`src/rtl/seven_segment_controller.sv`:
```
// rtl/seven_segment_controller.sv - 4-digit multiplexed hex display driver with scan-wrap snapshot
//
// Shows a 16-bit value as four hex digits on a common-anode, time-multiplexed
// 7-segment display. One digit is lit at a time. The lit digit advances
// every COUNT_PERIOD clocks. The input is captured once per full scan, so
// all four digits always come from the same value.
//
// Ports:
//   clk_in   in   1   system clock
//   rst_in   in   1   asynchronous active-high reset
//   val_in   in   16  value to display, sampled only when the scan wraps 3->0
//   cat_out  out  7   segment cathodes, active-low, {g,f,e,d,c,b,a}
//   an_out   out  4   digit anodes, active-low, an_out[0] = rightmost digit
module seven_segment_controller #(
   parameter int COUNT_PERIOD  = 100_000,
   parameter bit BLANK_LEADING = 1'b0
) (
   input  logic        clk_in,
   input  logic        rst_in,
   input  logic [15:0] val_in,
   output logic [6:0]  cat_out,
   output logic [3:0]  an_out
);

   localparam int            CW      = (COUNT_PERIOD > 1) ? $clog2(COUNT_PERIOD) : 1;
   localparam logic [CW-1:0] CNT_MAX = CW'(COUNT_PERIOD - 1);
   localparam logic [CW-1:0] CNT_ONE = CW'(1);

   logic [CW-1:0] cnt;
   logic [1:0]    idx;
   logic [15:0]   snap;

   logic [3:0]    nibble;
   logic          blank;
   logic [6:0]    seg;

   always_ff @(posedge clk_in or posedge rst_in) begin
      if (rst_in) begin
         cnt  <= '0;
         idx  <= 2'd0;
         snap <= 16'h0000;
      end else if (cnt == CNT_MAX) begin
         cnt <= '0;
         idx <= idx + 2'd1;
         // Capture only as the scan restarts at digit 0, so a full pass of
         // the display never mixes digits from two different values.
         if (idx == 2'd3) begin
            snap <= val_in;
         end
      end else begin
         cnt <= cnt + CNT_ONE;
      end
   end

   always_comb begin
      nibble = snap[3:0];
      blank  = 1'b0;
      case (idx)
         2'd0: nibble = snap[3:0];
         2'd1: nibble = snap[7:4];
         2'd2: nibble = snap[11:8];
         2'd3: nibble = snap[15:12];
         default: nibble = snap[3:0];
      endcase
      // A digit is a leading zero when it and every digit to its left are
      // zero. Digit 0 always shows so a value of zero still reads "0".
      if (BLANK_LEADING) begin
         case (idx)
            2'd1: blank = (snap[15:4] == 12'h000);
            2'd2: blank = (snap[15:8] == 8'h00);
            2'd3: blank = (snap[15:12] == 4'h0);
            default: blank = 1'b0;
         endcase
      end
   end

   always_comb begin
      seg = 7'h7F;
      case (nibble)
         4'h0: seg = 7'h40;
         4'h1: seg = 7'h79;
         4'h2: seg = 7'h24;
         4'h3: seg = 7'h30;
         4'h4: seg = 7'h19;
         4'h5: seg = 7'h12;
         4'h6: seg = 7'h02;
         4'h7: seg = 7'h78;
         4'h8: seg = 7'h00;
         4'h9: seg = 7'h10;
         4'hA: seg = 7'h08;
         4'hB: seg = 7'h03;
         4'hC: seg = 7'h46;
         4'hD: seg = 7'h21;
         4'hE: seg = 7'h06;
         4'hF: seg = 7'h0E;
         default: seg = 7'h7F;
      endcase
   end

   assign cat_out = blank ? 7'h7F : seg;
   assign an_out  = ~(4'b0001 << idx);

endmodule

```
`config.mk`:
```
export PLATFORM = sky130hd
export DESIGN_NAME = seven_segment_controller
export DESIGN_NICKNAME = d
export VERILOG_FILES = /design/src/rtl/seven_segment_controller.sv
export SDC_FILE = /design/constraint.sdc
export NUM_CORES = 1
export LEC_CHECK = 0
export CORE_MARGIN = 3
export CORE_UTILIZATION = 54
export DETAILED_ROUTE_END_ITERATION = 6
export PLACE_DENSITY = 0.89
export SLEW_MARGIN = 0
export SYNTH_ARGS = -nofsm -noshare
export SYNTH_HDL_FRONTEND = slang
export SYNTH_SLANG_ARGS = --single-unit
```
`constraint.sdc`:
```
create_clock -name clk_in -period 3.55 [get_ports clk_in]
set_input_delay 0.8875 -clock clk_in [delete_from_list [all_inputs] [get_ports clk_in]]
set_output_delay 0.8875 -clock clk_in [all_outputs]
set_load 0.05 [all_outputs]
```
======== Word-level counts from Yosys, hierarchy flattened ========
Memories as Yosys holds them, arrays and structs flattened.
Cells that the tools add are included.
W data, S select, Z words.
cells by class
  $add $sub $neg .......................... 2
  eq/ne operators ......................... 4
  shift operators ......................... 1
  mux-type cells .......................... 2
  bitwise gates (word level) .............. 1
  reductions and logical operators ........ 2
operators by type and width
  kind                     number
  $add A17 B1 Y17 const B  1
  $eq A17 B17 Y1 const B   1
  $mux W17                 1
  $pmux W4 S4              1
  $eq A2 B2 Y1 const B     2
  $not A4 Y4               1
  $shl A1 B2 Y4 const A    1
  $add A2 B1 Y2 const B    1
  $eq A2 B1 Y1 const B     1
  $logic_not A2 Y1         1
  $reduce_and A2 Y1        1
storage, ports and cells
  register bits ........................... 35
  bits in read-only memories .............. 112
  input port bits ......................... 18
  output and inout bits ................... 11
  logic and storage cells ................. 16
  memories kept ........................... 1
memories
  name              words  width  rd ports  clocked after memory_dff  wr ports  line  text
  (name not given)  16     7      1         0                         0         79    case (nibble)

======== Depth between registers and ports, before layout ========
An unclocked memory read counts as a cell.
  depth in word-level cells ............... 3
  gate-level depth with buffers ........... 9
  gate-level depth less buffers ........... 9

======== Worst setup path before layout ========
OpenSTA, ideal clock, no wires.
  path type ............................... register to output
  start ................................... register idx[0]
  end ..................................... output cat_out[4]
  arrival time ............................ 2820 ps
  required time ........................... 2663 ps
  setup slack ............................. -157 ps
  cell stages (with the launch flop) ...... 8
  buffers on the path ..................... 2
  path through ............................ dfrtp_1 > inv_1 > ha_1 > clkbuf_1 > mux2i_1 > clkbuf_1 > mux2i_1 > o21ai_0
on the way
  longest elaborated chain between the ends .. 3
  elaborated cells between the ends (all ways) .. 6
  those cells by class .................... 3 x eq/ne; 1 x mux; 1 x reduce/logical; 1 x memory
RTL lines
  item                                  line  text
  from (decl)                           30    logic [1:0] idx;
  from (signal assigned)                44    idx <= idx + 2'd1;
  $eq A2 B2 Y1 (tied with other cells)  58    case (idx)
  $pmux W4 S4 (*)                       58
  $mem_v2 Z16 W7 (*)                    n/a
  to (decl)                             21    output logic [6:0] cat_out,
Mark *: on every way between the ends. The rest lies on a longest branch, timed or not.

======== Final worst setup path ========
  start ................................... register idx[1]
  end ..................................... output cat_out[4]
The elaborated chain is that of the path after synthesis.

==> tab_implementation.tex <==
\begin{tabular}{lr}
\hline
Metric & Value \\
\hline
\multicolumn{2}{l}{\textbf{Layout}} \\
Filler Cells Inserted & 230 \\
Area added between synthesis and finish & 27.0\% \\
Area taken by flip-flops and latches & 876 um\^{}2 \\
Number of inserted diodes & 0 \\
Footprint of the multi-input gates & 1010 um\^{}2 \\
Final nets & 241 \\
Layout cell share with drive strength beyond 1 & 23.1\% \\
\multicolumn{2}{l}{\textbf{Floorplan}} \\
Number of primary I/O pins & 29 \\
Core Box Area & 3420 um\^{}2 \\
Die W & 66.2 um \\
Die Ht & 66.2 um \\
Effective utilization at floorplan & 57.2\% \\
Overall die area & 4380 um\^{}2 \\
Total number of placement rows & 21 \\
\multicolumn{2}{l}{\textbf{Pwr}} \\
Worst-case vdd ir drop & 0.000213 V \\
Lkg Pwr & 1.19 nW \\
Design Power & 0.785 mW \\
Pwr dens & 316 nW/um\^{}2 \\
\multicolumn{2}{l}{\textbf{Drt}} \\
Total routed wirelength & 3820 um \\
Detail-routed net length per standard cell & 14.8 um \\
Total via count after detailed routing & 1364 \\
Met2 wire len & 1960 um \\
Vias per cell & 5.29 \\
Drc violations & 0 \\
Initial DRC Count & 78 \\
DR WL met3 & 164 um \\
Routed length on met1 & 1640 um \\
Detailed-router iteration count before antenna repair & 4 \\
Top routing layer used & met4 \\
Antenna-violating nets left & 0 \\
\multicolumn{2}{l}{\textbf{Clock tree}} \\
TritonCTS Sinks & 35 \\
CTS H-Tree Depth & 2 \\
CTS tree & done \\
Maximum buffer depth of the clock tree & 2 \\
Num CTS Buffers & 5 \\
CTS clk-pin slew, worst paths & 0.10 ns \\
Number of hold buffers added after CTS & 0 \\
Clock latency at the later pin of the worst-skew pair & 0.33 ns \\
Cell at the root of the clock tree & clkbuf\_4 \\
\multicolumn{2}{l}{\textbf{Place}} \\
HPWL after detailed placement & 2710 um \\
Global placer's final weighted congestion & 0.836 \\
Setup slack at placement & 0.320 ns \\
Port bufs & 28 \\
\multicolumn{2}{l}{\textbf{GRT}} \\
Overall global routing resource usage & 18.9\% \\
Pin count of the biggest net entering global routing & 36 \\
Vias in the first global route & 1402 \\
Grt total ovfl & 0 \\
Initial antenna violation count & 0 \\
Wire length of the first global-routing pass & 6310 um \\
\multicolumn{2}{l}{\textbf{Synth}} \\
Top cell type's share of synthesized area & 44.8\% \\
Number of distinct standard cells referenced by the synthesized netlist & 34 \\
Mean cell area of the mapped netlist & 11.4 um\^{}2 \\
Syn nets & 202 \\
Dominant cell type by area after synthesis & dfrtp\_1 \\
YS warnings & 0 \\
Seq/Total Area, Yosys & 44.8\% \\
Syn Std Cell Area & 1950 um\^{}2 \\
Number of instances in the synthesized netlist & 172 \\
Number of register bits inferred by synthesis & 35 \\
Ranking of synthesized cells by area & dfrtp\_1, ha\_1, mux2\_4, mux2i\_1, mux2\_2 \\
\multicolumn{2}{l}{\textbf{STA}} \\
Final number of setup-violating endpoints & 0 \\
Unrepaired setup endpoints after global routing & true \\
Max-slew violation count & 0 \\
Highest achievable clock rate & 0.287 GHz \\
Min setup slack post-route & 0.0684 ns \\
Final period util & 98.1\% \\
Setup skew after layout & 0.00412 ns \\
Slew at the pin with the worst max-slew slack & 0.496 ns \\
Clock period minus final worst setup slack & 3.48 ns \\
Number of hold violations in the final report & 0 \\
Max\_slew headroom & 66.8\% \\
\multicolumn{2}{l}{\textbf{Critical path}} \\
CP Class & reg -> out \\
Critical path fanouts, max & 5 \\
Startpoint types & flip-flop \\
Crit path required time & 2.66 ns \\
Critical path endpoint category & primary output \\
Length in cells of the worst reg-to-reg path & 5 \\
Worst endpoint data arrival time & 2.59 ns \\
\multicolumn{2}{l}{\textbf{Outcome}} \\
Outcome & complete, no violations \\
\multicolumn{2}{l}{\textbf{Hold path}} \\
Kind of path behind the tightest hold check & reg -> reg \\
Instance count along the most critical hold path & 1 \\
\multicolumn{2}{l}{\textbf{Job}} \\
Number of max-cap violations & 0 \\
\hline
\end{tabular}
==> repair_timing <==
item,4_1_cts,5_1_grt
pin swaps,1,2
endpoints found under the hold margin,0,0
setup buffers,1,3
endpoints found under the setup margin,1,5
resized for setup,1,4
==> final timing paths <==
kind | slack, ns | to | from
max | 0.07 | cat_out[4] | idx[1]
min | 0.50 | cnt[0] | cnt[0]
max reg2reg | 1.44 | cnt[16] | cnt[0]
min reg2reg | 0.50 | cnt[0] | cnt[0]
max in group asynchronous | 2.31 | snap[14] | rst_in
min in group asynchronous | 0.94 | cnt[11] | rst_in
==> power by group <==
group          switching, mW  internal (mW)  leakage, nW  total (mW)
clock                  0.123          0.116       0.0386       0.240
combinational         0.0630         0.0686        0.718       0.132
sequential           0.00616          0.408        0.437       0.414
==> state kept, by name, summed over array words and instances, names as in the netlist <==
name,flops
snap,16
idx,2
cnt,17
==> cell usage in the layout (no fill, tap or decap), types with 2 or more instances in the layout <==
master and n:
dfrtp_1 35, clkdlybuf4s50_1 21, inv_1 17, mux2_4 11, nand2_1 10, nor2_1 10, mux2i_1 10, xnor2_1 9
ha_1 8, buf_4 8, mux2_2 7, buf_12 7, nand3_1 5, xor2_1 5, clkbuf_4 5, or3_1 4
o22ai_1 4, ha_2 4, nand4_1 3, o21ai_0 3, a21oi_1 3, a222oi_1 3, nor3_1 2, clkbuf_8 2
==> cell families (layout without fill, tap and decap cells) <==
logic type                 Yosys count  after routing  share of synthesized area (%)
DFF                                 35             35                           44.8
muxes                               28             28                           17.4
xor gates and xnor gates            14             14                           6.27
buffers and inverters               21             61                           4.42
AOI/OAI and AO/OA                   17             17                           5.95
adders and majority gates           12             12                           7.68
and+or+nand+nor                     45             45                           13.4
==> worst max-delay path: stages (launching register included) <==
cell	delay [ns]
dfrtp_1	0.42
inv_1	0.15
ha_2	0.25
a222oi_1	0.11
mux2_4	0.30
buf_4	0.15
ha_1	0.16
or3_1	0.37
o21ai_1	0.16
buf_12	0.18
==> layer usage <==
layer  vias up  global-route usage [%]
li1        677                       -
met1       653                    22.5
met2        27                    33.5
met3         7                    4.25
met4         0                    6.09
met5         -                       0
==> cell usage after synthesis, drive strengths merged <==
| cell type | n |
|---|---|
| nor3 | 2 |
| clkbuf | 3 |
| and4 | 1 |
| nor4 | 2 |
| a221o | 1 |
| and3 | 1 |
| a222oi | 3 |
| or2 | 1 |
| mux2i | 10 |
| nor2b | 1 |
| o22ai | 4 |
| nor2 | 10 |
| dfrtp | 35 |
| nand4b | 1 |
| xnor2 | 9 |
| o21ai | 4 |
| o41ai | 1 |
| nand2 | 11 |
| mux2 | 18 |
| xor2 | 5 |
| buf | 1 |
| or4b | 3 |
| or3 | 4 |
| nand4 | 3 |
| nand3 | 5 |
| ha | 12 |
| a21oi | 3 |
| a22oi | 1 |
| inv | 17 |
==> metrics by stage <==
stage	TNS [ns]	instance area [um^2]	hold slack (ns)	cells	utilization, %
after global placement	0	2370	0.471	246	69.4
after CTS	0	2450	0.501	255	71.7
final	0	2480	0.500	258	72.7
after floorplan	0	1950	0.455	172	-
after detailed placement	0	2370	0.487	246	69.4
after global routing	-0.0643	2480	0.528	258	72.7
==> area by class of cell <==
| type | count | area share [%] |
|---|---|---|
| Multi-Input combinational cell | 116 | 40.5 |
| Clock buffer | 8 | 2.77 |
| Tap cell | 46 | 2.32 |
| Sequential cell | 35 | 35.3 |
| Timing Repair Buffer | 36 | 16.5 |
| Inverter | 17 | 2.57 |
Note: power is estimated with default switching activity, not from simulation.
